==> config.mk <==
export PLATFORM = sky130hd
export DESIGN_NAME = node_injection_interface_flat
export DESIGN_NICKNAME = d
export VERILOG_FILES = /design/src/rtl/node_injection_interface_pkg.sv /design/src/rtl/node_injection_interface_if.sv /design/src/rtl/node_injection_interface_packet_fifo.sv /design/src/rtl/node_injection_interface.sv /design/src/flat_wrapper.sv
export SDC_FILE = /design/constraint.sdc
export NUM_CORES = 1
export LEC_CHECK = 0
export ABC_AREA = 1
export CAP_MARGIN = 20
export CORE_ASPECT_RATIO = 0.8
export CORE_MARGIN = 10
export CORE_UTILIZATION = 60
export CTS_CLUSTER_DIAMETER = 100
export CTS_CLUSTER_SIZE = 8
export DETAILED_ROUTE_END_ITERATION = 8
export DONT_BUFFER_PORTS = 1
export GPL_TIMING_DRIVEN = 0
export PLACE_DENSITY = 0.78
export SLEW_MARGIN = 20
export SYNTH_ARGS = -nofsm -noshare
export SYNTH_HDL_FRONTEND = slang
export SYNTH_SLANG_ARGS = --single-unit
==> constraint.sdc <==
create_clock -name clk -period 4.6 [get_ports clk]
set_input_delay 1.38 -clock clk [delete_from_list [all_inputs] [get_ports clk]]
set_output_delay 1.38 -clock clk [all_outputs]
set_load 0.01 [all_outputs]
==> src/rtl/node_injection_interface_pkg.sv <==
// Shared configuration for the node injection interface.
// Purpose: mesh size, ant period, packet layout and the node-index helper.
// No ports; imported by the interface, the FIFO and the top level.

`ifndef X_NODES
`define X_NODES 4
`endif
`ifndef Y_NODES
`define Y_NODES 4
`endif
`ifndef NODES
`define NODES (`X_NODES * `Y_NODES)
`endif
`ifndef CREATE_ANT_PERIOD
`define CREATE_ANT_PERIOD 10
`endif

package node_injection_interface_pkg;

  localparam int X_NODES           = `X_NODES;
  localparam int Y_NODES           = `Y_NODES;
  localparam int NODES             = `NODES;
  localparam int CREATE_ANT_PERIOD = `CREATE_ANT_PERIOD;

  localparam int X_W          = $clog2(X_NODES + 1);
  localparam int Y_W          = $clog2(Y_NODES + 1);
  localparam int NODE_W       = $clog2(NODES);
  localparam int ID_W         = 8;
  localparam int TS_W         = 16;
  localparam int MAX_MEMORIES = 4;
  localparam int NUM_MEM_W    = $clog2(MAX_MEMORIES + 1);

  typedef struct packed {
    logic [ID_W-1:0]                        id;
    logic [X_W-1:0]                         x_source;
    logic [Y_W-1:0]                         y_source;
    logic [X_W-1:0]                         x_dest;
    logic [Y_W-1:0]                         y_dest;
    logic                                   ant;
    logic                                   backward;
    logic                                   measure;
    logic [TS_W-1:0]                        timestamp;
    logic [MAX_MEMORIES-1:0][NODE_W-1:0]    memories;
    logic [NUM_MEM_W-1:0]                   num_memories;
  } packet_t;

  typedef struct packed {
    logic [X_W-1:0] x;
    logic [Y_W-1:0] y;
  } coord_t;

  // Row-major node numbering: index = y * X_NODES + x.
  function automatic coord_t node_index_to_xy(input logic [NODE_W-1:0] d);
    coord_t c;
    int     di;
    di  = int'(d);
    c.x = X_W'(di % X_NODES);
    c.y = Y_W'(di / X_NODES);
    return c;
  endfunction

endpackage

==> src/rtl/node_injection_interface_if.sv <==
// Bundle of the node-side request bus and router-side output bus.
// slave  : seen by node_injection_interface (requests in, packets out).
// master : seen by whatever drives requests and models the router.
//   i_req_val/i_req_x_dest/i_req_y_dest/i_req_measure : node request
//   o_req_en : request accepted when high
//   o_data/o_data_val/i_en : packet to router with router backpressure
//   o_injected_count/o_ant_drop_count : statistics

interface node_injection_interface_if;
  import node_injection_interface_pkg::*;

  logic             i_req_val;
  logic [X_W-1:0]   i_req_x_dest;
  logic [Y_W-1:0]   i_req_y_dest;
  logic             i_req_measure;
  logic             o_req_en;
  packet_t          o_data;
  logic             o_data_val;
  logic             i_en;
  logic [31:0]      o_injected_count;
  logic [31:0]      o_ant_drop_count;

  modport slave (
    input  i_req_val, i_req_x_dest, i_req_y_dest, i_req_measure, i_en,
    output o_req_en, o_data, o_data_val, o_injected_count, o_ant_drop_count
  );

  modport master (
    output i_req_val, i_req_x_dest, i_req_y_dest, i_req_measure, i_en,
    input  o_req_en, o_data, o_data_val, o_injected_count, o_ant_drop_count
  );
endinterface

==> src/rtl/node_injection_interface_packet_fifo.sv <==
// packet_fifo: pointer-based FIFO of packets.
//   clk, rst_n : clock, asynchronous active-low reset (empties the FIFO)
//   push_i/din_i : write din_i when not full
//   pop_i        : drop the head when not empty
//   full_o/empty_o/head_o : status and current head entry
// Pointers carry one extra wrap bit so equal indexes can be told apart
// as full (wrap bits differ) or empty (wrap bits equal).

module packet_fifo
  import node_injection_interface_pkg::*;
#(
  parameter int  DEPTH = 8,
  parameter type T     = packet_t
) (
  input  logic clk,
  input  logic rst_n,
  input  logic push_i,
  input  T     din_i,
  input  logic pop_i,
  output logic full_o,
  output logic empty_o,
  output T     head_o
);
  localparam int AW = $clog2(DEPTH);

  T           mem_q [DEPTH];
  logic [AW:0] wr_ptr_q, rd_ptr_q;

  assign empty_o = (wr_ptr_q == rd_ptr_q);
  assign full_o  = (wr_ptr_q[AW] != rd_ptr_q[AW]) &&
                   (wr_ptr_q[AW-1:0] == rd_ptr_q[AW-1:0]);
  // Head is read combinationally so a pop lands in the consumer's
  // register on the same edge.
  assign head_o  = mem_q[rd_ptr_q[AW-1:0]];

  always_ff @(posedge clk or negedge rst_n) begin
    if (!rst_n) begin
      wr_ptr_q <= '0;
      rd_ptr_q <= '0;
    end else begin
      if (push_i && !full_o)  wr_ptr_q <= wr_ptr_q + (AW+1)'(1);
      if (pop_i  && !empty_o) rd_ptr_q <= rd_ptr_q + (AW+1)'(1);
    end
  end

  always_ff @(posedge clk) begin
    if (push_i && !full_o) mem_q[wr_ptr_q[AW-1:0]] <= din_i;
  end
endmodule

==> src/rtl/node_injection_interface.sv <==
// node_injection_interface: local-node injection stage feeding router port 0.
//   clk, reset_n : clock, asynchronous active-low reset
//   bus (slave)  : node requests in, one packet per cycle out to the router
// Requests are stamped (id, source, cycle timestamp) and queued. Forward
// ants are generated every ANT_PERIOD cycles round-robin over the other
// nodes and take priority over queued data when the output register loads.

module node_injection_interface
  import node_injection_interface_pkg::*;
#(
  parameter int X_LOC       = 0,
  parameter int Y_LOC       = 0,
  parameter int QUEUE_DEPTH = 8,
  parameter int ANT_PERIOD  = CREATE_ANT_PERIOD
) (
  input  logic                           clk,
  input  logic                           reset_n,
  node_injection_interface_if.slave      bus
);
  localparam int OWN_IDX = Y_LOC * X_NODES + X_LOC;
  localparam int AP_W    = $clog2(ANT_PERIOD);

  logic [AP_W-1:0]   ant_cnt_q;
  logic              ant_pending_q, ant_pending_d;
  logic [NODE_W-1:0] ant_idx_q, ant_dst;
  logic [ID_W-1:0]   id_q, id_d;
  logic [TS_W-1:0]   cycle_q;
  logic [31:0]       inj_q, drop_q;
  packet_t           out_q, out_d;
  logic              val_q, val_d;

  logic    accept, load, ant_load, pop, wrap;
  logic    fifo_full, fifo_empty;
  packet_t push_pkt, ant_pkt, head;
  coord_t  ant_xy;

  function automatic logic [NODE_W-1:0] next_idx(input logic [NODE_W-1:0] i);
    return (i == NODE_W'(NODES - 1)) ? '0 : i + NODE_W'(1);
  endfunction

  packet_fifo #(.DEPTH(QUEUE_DEPTH), .T(packet_t)) u_fifo (
    .clk     (clk),
    .rst_n   (reset_n),
    .push_i  (accept),
    .din_i   (push_pkt),
    .pop_i   (pop),
    .full_o  (fifo_full),
    .empty_o (fifo_empty),
    .head_o  (head)
  );

  assign accept   = bus.i_req_val && !fifo_full;
  assign load     = !val_q || bus.i_en;
  assign ant_load = load && ant_pending_q;
  assign pop      = load && !ant_pending_q && !fifo_empty;
  assign wrap     = (ant_cnt_q == AP_W'(ANT_PERIOD - 1));
  // The round-robin pointer may rest on our own index; step past it.
  assign ant_dst  = (ant_idx_q == NODE_W'(OWN_IDX)) ? next_idx(ant_idx_q) : ant_idx_q;
  // A wrap while an ant still waits is a drop; otherwise it arms a new ant.
  assign ant_pending_d = (ant_pending_q && !ant_load) || (wrap && !ant_pending_q);
  // Data acceptance takes id n; an ant loaded on the same edge takes n+1.
  assign id_d = id_q + ID_W'(accept) + ID_W'(ant_load);

  always_comb begin
    push_pkt           = '0;
    push_pkt.id        = id_q;
    push_pkt.x_source  = X_W'(X_LOC);
    push_pkt.y_source  = Y_W'(Y_LOC);
    push_pkt.x_dest    = bus.i_req_x_dest;
    push_pkt.y_dest    = bus.i_req_y_dest;
    push_pkt.measure   = bus.i_req_measure;
    push_pkt.timestamp = cycle_q;

    ant_xy             = node_index_to_xy(ant_dst);
    ant_pkt            = '0;
    ant_pkt.id         = id_q + ID_W'(accept);
    ant_pkt.ant        = 1'b1;
    ant_pkt.x_source   = X_W'(X_LOC);
    ant_pkt.y_source   = Y_W'(Y_LOC);
    ant_pkt.x_dest     = ant_xy.x;
    ant_pkt.y_dest     = ant_xy.y;
    ant_pkt.timestamp  = cycle_q;

    out_d = out_q;
    val_d = val_q;
    if (load) begin
      if (ant_pending_q) begin
        out_d = ant_pkt;
        val_d = 1'b1;
      end else if (!fifo_empty) begin
        out_d = head;
        val_d = 1'b1;
      end else begin
        val_d = 1'b0;
      end
    end
  end

  always_ff @(posedge clk or negedge reset_n) begin
    if (!reset_n) begin
      ant_cnt_q     <= '0;
      ant_pending_q <= 1'b0;
      ant_idx_q     <= '0;
      id_q          <= '0;
      cycle_q       <= '0;
      inj_q         <= '0;
      drop_q        <= '0;
      out_q         <= '0;
      val_q         <= 1'b0;
    end else begin
      ant_cnt_q     <= wrap ? '0 : ant_cnt_q + AP_W'(1);
      ant_pending_q <= ant_pending_d;
      if (ant_load) ant_idx_q <= next_idx(ant_dst);
      id_q          <= id_d;
      cycle_q       <= cycle_q + TS_W'(1);
      if (val_q && bus.i_en) inj_q <= inj_q + 32'd1;
      if (wrap && ant_pending_q && (drop_q != '1)) drop_q <= drop_q + 32'd1;
      out_q         <= out_d;
      val_q         <= val_d;
    end
  end

  assign bus.o_req_en         = !fifo_full;
  assign bus.o_data           = out_q;
  assign bus.o_data_val       = val_q;
  assign bus.o_injected_count = inj_q;
  assign bus.o_ant_drop_count = drop_q;
endmodule

==> src/flat_wrapper.sv <==
// flat-port wrapper written by rule: the top's interface ports become plain ports
module node_injection_interface_flat import node_injection_interface_pkg::*;
#(
  parameter int X_LOC       = 0,
  parameter int Y_LOC       = 0,
  parameter int QUEUE_DEPTH = 8,
  parameter int ANT_PERIOD  = CREATE_ANT_PERIOD
)
  (clk, reset_n, bus_i_req_val, bus_i_req_x_dest, bus_i_req_y_dest, bus_i_req_measure, bus_i_en, bus_o_req_en, bus_o_data, bus_o_data_val, bus_o_injected_count, bus_o_ant_drop_count);
  node_injection_interface_if bus_i ();
  input  logic clk;
  input  logic reset_n;
  input wire logic [$bits(bus_i.i_req_val)-1:0] bus_i_req_val;
  input wire logic [$bits(bus_i.i_req_x_dest)-1:0] bus_i_req_x_dest;
  input wire logic [$bits(bus_i.i_req_y_dest)-1:0] bus_i_req_y_dest;
  input wire logic [$bits(bus_i.i_req_measure)-1:0] bus_i_req_measure;
  input wire logic [$bits(bus_i.i_en)-1:0] bus_i_en;
  output wire logic [$bits(bus_i.o_req_en)-1:0] bus_o_req_en;
  output wire logic [$bits(bus_i.o_data)-1:0] bus_o_data;
  output wire logic [$bits(bus_i.o_data_val)-1:0] bus_o_data_val;
  output wire logic [$bits(bus_i.o_injected_count)-1:0] bus_o_injected_count;
  output wire logic [$bits(bus_i.o_ant_drop_count)-1:0] bus_o_ant_drop_count;
  assign bus_i.i_req_val = bus_i_req_val;
  assign bus_i.i_req_x_dest = bus_i_req_x_dest;
  assign bus_i.i_req_y_dest = bus_i_req_y_dest;
  assign bus_i.i_req_measure = bus_i_req_measure;
  assign bus_i.i_en = bus_i_en;
  assign bus_o_req_en = bus_i.o_req_en;
  assign bus_o_data = bus_i.o_data;
  assign bus_o_data_val = bus_i.o_data_val;
  assign bus_o_injected_count = bus_i.o_injected_count;
  assign bus_o_ant_drop_count = bus_i.o_ant_drop_count;
  node_injection_interface #(.X_LOC(X_LOC), .Y_LOC(Y_LOC), .QUEUE_DEPTH(QUEUE_DEPTH), .ANT_PERIOD(ANT_PERIOD)) u_core (.clk(clk), .reset_n(reset_n), .bus(bus_i));
endmodule
* Word level (Yosys, flattened, before mapping)
Memory sizes are Yosys's and may differ from the RTL's.
Cells that the tools add are included.
Widths: inputs -> output; s select.
** Storage, ports and cells
- ROM bits :: 0
- Logic and storage cells :: 74
- Input port bits :: 11
- Register bits :: 164
- Memory bits (writable) :: 248
- Output and inout port bits :: 124
- Latch bits :: 0
- Memories :: 1
** Memory list
- u_core.u_fifo.mem_q :: words 8, bits a word 31, rd ports 1, clocked after Yosys merged registers in 0, write ports 1, RTL line node_injection_interface_packet_fifo.sv:26 : T mem_q [DEPTH];
** Cells by class
- Equal/unequal tests :: 8
- $mul :: 0
- Reduce and logical (&&, ||, !) cells :: 21
- Magnitude comparators :: 0
- Multiplexer cells :: 10
- Div/mod/pow operators :: 0
- Bitwise logic cells :: 0
- $add $sub $neg :: 10
- Shifts and indexed selects :: 0
** Operators with widths (count)
- $mux 58 :: 2
- $add 32x1->32 const B :: 2
- $ne 32x32->1 const B :: 1
- $add 4x1->4 const B :: 5
- $add 16x1->16 const B :: 1
- $add 8x1->8 :: 2
- $mux 4 :: 4
- $eq 4x4->1 const B :: 3
- $logic_and 1x1->1 :: 12
- $logic_not 1->1 :: 5
- $eq 4x4->1 :: 1
- $logic_not 4->1 :: 1
- $mux 1 :: 4
- $eq 3x3->1 :: 1
- $logic_or 1x1->1 :: 2
- $ne 2x1->1 const B :: 1
- $reduce_and 2->1 :: 1
- $ne 1x1->1 :: 1

* Depth between registers and ports, before layout
- Depth after elaboration :: 7
- Gate-level depth with buffers :: 19
- Gate-level depth less buffers :: 18

* By module
A second synthesis with hierarchy kept.
** Second synthesis, totals
- Cell total of the unflattened synthesis :: 2429
- Area total of the unflattened synthesis :: 26491.7 sq um
** Modules (own cells, without submodules)
- packet_fifo :: cells an instance 1397, area an instance 18432.7 sq um, times used 1
- node_injection_interface :: cells an instance 1032, area an instance 8059.0 sq um, times used 1

* Worst setup path before layout
OpenSTA, ideal clock, no wires.
- Path kind :: input-to-reg
- Start point :: input bus_i_req_val
- End point :: memory u_core.u_fifo.mem_q[3][0] in the netlist's numbering, enable pin
- Arrival :: 3.624 ns
- Path buffers :: 0
- Slack :: 0.518 ns
- Stages :: 2
- Library setup time :: 0.458 ns
- Cell sequence :: nand2_2 nor3_1
** Between the ends
- Cells in the longest elaborated chain, start to end :: 4
** RTL lines
- start, declared :: RTL line flat_wrapper.sv:13 : input wire logic [$bits(bus_i.i_req_val)-1:0] bus_i_req_val;
- $logic_and 1x1->1 :: RTL line node_injection_interface.sv:52 : assign accept = bus.i_req_val && !fifo_full;
- $logic_and 1x1->1 :: RTL line node_injection_interface_packet_fifo.sv:47 : if (push_i && !full_o) mem_q[wr_ptr_q[AW-1:0]] <= din_i;
- $mux 1 :: RTL line node_injection_interface_packet_fifo.sv:47
- $mux 1 (implied by the code) :: RTL line node_injection_interface_packet_fifo.sv:47
- end, declared :: RTL line node_injection_interface_packet_fifo.sv:26
No other way between the ends.

* Worst setup path in the final report
- Start point :: register u_core.u_fifo.rd_ptr_q[1]
- End point :: output bus_o_req_en
** Between the ends
- Cells in the longest elaborated chain, start to end :: 3
** RTL lines
- start, declared :: RTL line node_injection_interface_packet_fifo.sv:27 : logic [AW:0] wr_ptr_q, rd_ptr_q;
- start signal, assigned :: RTL line node_injection_interface_packet_fifo.sv:42 : if (pop_i && !empty_o) rd_ptr_q <= rd_ptr_q + (AW+1)'(1);
- $eq 3x3->1 :: RTL line node_injection_interface_packet_fifo.sv:31 : (wr_ptr_q[AW-1:0] == rd_ptr_q[AW-1:0]);
- $logic_and 1x1->1 :: RTL line node_injection_interface_packet_fifo.sv:30 : assign full_o = (wr_ptr_q[AW] != rd_ptr_q[AW]) &&
- $logic_not 1->1 :: RTL line node_injection_interface.sv:123 : assign bus.o_req_en = !fifo_full;
- end, declared :: RTL line flat_wrapper.sv:18 : output wire logic [$bits(bus_i.o_req_en)-1:0] bus_o_req_en;
No other way between the ends.

==> impl_metrics.tcl <==
set metrics [dict create \
    regToRegSetupSlack_ns 1.46 \
    wirelength_mm 49.06 \
    synthTopCellsByCount "744 x nand2_1, 248 x edfxtp_1, 221 x nand3_1" \
    r2r-end "u_core.id_q[7]$_DFF_PN0_" \
    numCtsBuffers 54 \
    setup.worst_path.class "reg -> out" \
    cp.arrival_ns 1.77 \
    seq_area_um2 10900 \
    peakVddDrop_mv 0.3966 \
    synthCells 1907 \
    synth-edff-count 248 \
    p_leak_nw 8.808 \
    cts_tree "yes" \
    fin_nets 2029 \
    viasPerCell 5.682 \
    worst_pin_slew_ns 0.9079 \
    synth_xor_area_share_pct 2.916 \
    final_antenna_net_count 0 \
    power_switching_w 0.004946 \
    synth-simple-area-share_pct 27.35 \
    cts_resized 0 \
    synth-main-ff-cell "edfxtp_1" \
    crit_fanout 8 \
    grt_pass1_vias 13240 \
    p_seq_share_pct 38.2 \
    first_pass_iters 8 \
    cts-htree-levels 2 \
    rows 56 \
    post-route-period-util_pct 68.53 \
    hp-class "reg -> reg" \
    io_pins 135 \
    status "finished, final reports clean" \
    vias 13770 \
    syn-cell-area_um2 17720 \
    initial_core_util_pct 60.66 \
    synth_top_area_share_pct 42.02 \
    path_delay_family "simple AND/OR/NAND/NOR gates" \
    r2r_start "u_core.u_fifo.rd_ptr_q[1]$_DFFE_PN0P_" \
    ys_seq_elements 386 \
    finalCriticalPeriod_ns 3.153 \
    drc 0 \
    whs_ns 0.5025 \
    pwr_density_cell_nw_per_um2 630.8 \
    dp_cells 2328 \
    multi_input_area_um2 5887 \
    intPower_w 0.007782 \
    p_sw_share_pct 38.86 \
    synth_largest_area_cell "edfxtp_1" \
    yosysMostFrequentCell "nand2_1" \
    final_cells 2423 \
    setup_slack_ns 1.447 \
    drive_gt1_share_pct 8.113 \
    tns_ns 0 \
    dieWidth_um 212.2 \
    synth_async_sr_flop_share_pct 35.75 \
    die_y_um 173.7 \
    crit_required_ns 3.22 \
    cts.reportedPaths.clkPinSlew_ns 0.05 \
    slew_headroom_pct 39.47 \
    startpoint_type "flip-flop" \
    clock_skew_ns 0.02728 \
    cts_root_buf "clkbuf_16" \
    antenna_cells 0 \
    dieArea_um2 36860 \
    cts_buffer_depth 3 \
    place.gp.congestion 0.9025 \
    cap_violations 0 \
    crit_slowest_cell "dfrtp_1" \
    crit_path_end_kind "output port" \
    cpMostUsedCell "nand2_1" \
    clk_latency_ns 0.58 \
    maxSlewViolCount 0 \
    cpPeakStageDelay_ns 0.34 \
    grt_pass1_wl_mm 75.38 \
    routedWlPerCell_um 20.25 \
    antenna_found_initial 1 \
    port_buffers 0 \
    synth_top_family_by_area "simple AND/OR/NAND/NOR gates" \
    place_worst_setup_slack_ns 1.402 \
    drt_iter0_markers 1656 \
    syn2layout_area_growth_pct 13.84 \
    grt_max_degree 139 \
    synth_compound_area_share_pct 1.327 \
    synthDistinctLibCells 34 \
    fillers 2233 \
    rsz0062_at_grt "no" \
    clock-sinks 386 \
    post_cts_buffers 0 \
    design.core.area_um2 29220 \
    reg2reg_depth 17 \
    synth_mux_area_share_pct 0 \
    hold_viol_final 0 \
    cts_hold_buffers 0 \
    hpwl_mm 32.54 \
    grt-ovfl-total 0 \
    synth-seq-area-share_pct 61.50 \
    hp-start "u_core.ant_cnt_q[0]$_DFF_PN0_" \
    max_freq_mhz 317.2 \
    cp_num_buf_inv 2 \
    synth_area_leaders "edfxtp_1 42%, dfrtp_1 19%, nand2_1 16%" \
    synthAdderAreaFrac_pct 0.7766 \
    yosysWarnings 0 \
    combPwrFrac_pct 33.0 \
    pwr-share-clk_pct 28.7 \
    hold_end "u_core.ant_cnt_q[0]$_DFF_PN0_" \
    finalSetupViolCount 0 \
    synth.avg_cell_area_um2 9.294 \
    grt_usage_pct 26.35 \
    crit_chain "buf_2, inv_1, nand2_1, nand2_1, nor2_1, nand3_1" \
    whs_path_depth 1 \
]
==> power by group through the flow <==
| stage | sequential, W | clock [W] | combinational [W] |
|---|---|---|---|
| after floorplan | 0.00478 | 0 | 0.00261 |
| after global placement | 0.00494 | 0 | 0.00383 |
| after detailed placement | 0.00492 | 0 | 0.00409 |
| after CTS | 0.00487 | 0.00368 | 0.00412 |
| after global routing | 0.00492 | 0.00383 | 0.00457 |
| final | 0.00487 | 0.00366 | 0.00421 |
==> registers in the layout, summed over array words and instances (netlist names), 8 cells and up <==
name                         cells
u_core.bus.o_injected_count     32
u_core.bus.o_ant_drop_count     32
u_core.id_q                      8
u_core.u_fifo.mem_q            248
u_core.bus.o_data               32
u_core.cycle_q                  16
==> worst max path at each step <==
stage,from,end,slack [ns],cells after the start
after floorplan,bus_i_req_val,u_core.u_fifo.mem_q[3][0]$_DFFE_PP_,0.52,2
after global placement,bus_i_req_val,u_core.u_fifo.mem_q[3][9]$_DFFE_PP_,-1.70,2
after detailed placement,bus_i_req_val,u_core.bus.o_data[56]$_DFFE_PN0P_,1.40,13
after CTS,u_core.u_fifo.rd_ptr_q[1]$_DFFE_PN0P_,bus_o_req_en,1.44,6
after global routing,u_core.u_fifo.rd_ptr_q[1]$_DFFE_PN0P_,u_core.id_q[7]$_DFF_PN0_,1.14,17
final,u_core.u_fifo.rd_ptr_q[1]$_DFFE_PN0P_,bus_o_req_en,1.45,6
==> layout by cell type (no fill, tap or decap), types with 32 or more instances in the layout <==
master     instances
nand2_1          744
edfxtp_1         248
nand3_1          221
inv_1            143
dfrtp_1          138
nor2_1           133
clkbuf_1          66
clkbuf_16         55
buf_4             41
xor2_1            40
o21ai_0           32
==> cell type report <==
class | instances | area share (%)
inverters | 147 | 2.747
clock inverters | 3 | 0.1860
plain buffers | 93 | 2.617
flip-flops and latches | 386 | 54.02
clock buffers | 92 | 7.510
repair buffers | 19 | 1.401
multi-input cells | 1306 | 29.18
well taps | 377 | 2.338
==> logic make-up after synthesis <==
| logic type | count (synthesis) |
|---|---|
| XOR/XNOR | 59 |
| other | 1 |
| buffers and inverters | 240 |
| flip-flops | 386 |
| AO/OA/AOI/OAI | 44 |
| AND/OR/NAND/NOR | 1166 |
| adder cells (fa/ha/maj) | 11 |
==> worst register-to-register path, cell delays in order (launching register included) <==
cell,delay [ns]
dfrtp_1,0.34
buf_2,0.21
inv_1,0.16
nand2_1,0.09
nand2_1,0.07
nor2_1,0.11
nand3_1,0.23
nand2_2,0.28
inv_1,0.13
ha_1,0.29
ha_1,0.35
nand2_1,0.06
nand3b_1,0.21
nor2_1,0.22
nand2_1,0.07
nor2_1,0.13
nand3_1,0.09
nand2_1,0.07
==> metrics by stage <==
| step | util (%) | total power (W) | area, um2 |
|---|---|---|---|
| 5_1_grt | 69.06 | 0.01333 | 20180 |
| 2_1_floorplan | - | 0.007386 | 17820 |
| 3_3_place_gp | 62.59 | 0.008771 | 18290 |
| 3_5_place_dp | 63.74 | 0.009016 | 18620 |
| 4_1_cts | 69.06 | 0.01267 | 20180 |
| 6_report | 69.06 | 0.01273 | 20180 |
==> layer usage <==
metal / vias up / share of wire [%] / GRT usage (%)
met5: - / 0.026 / 0
met1: 6407 / 39 / 35.01
met3: 126 / 12 / 6.252
met4: 2 / 3.0 / 9.871
met2: 882 / 46 / 41.23
li1: 6351 / - / -
(Power assumes the default switching activity.)
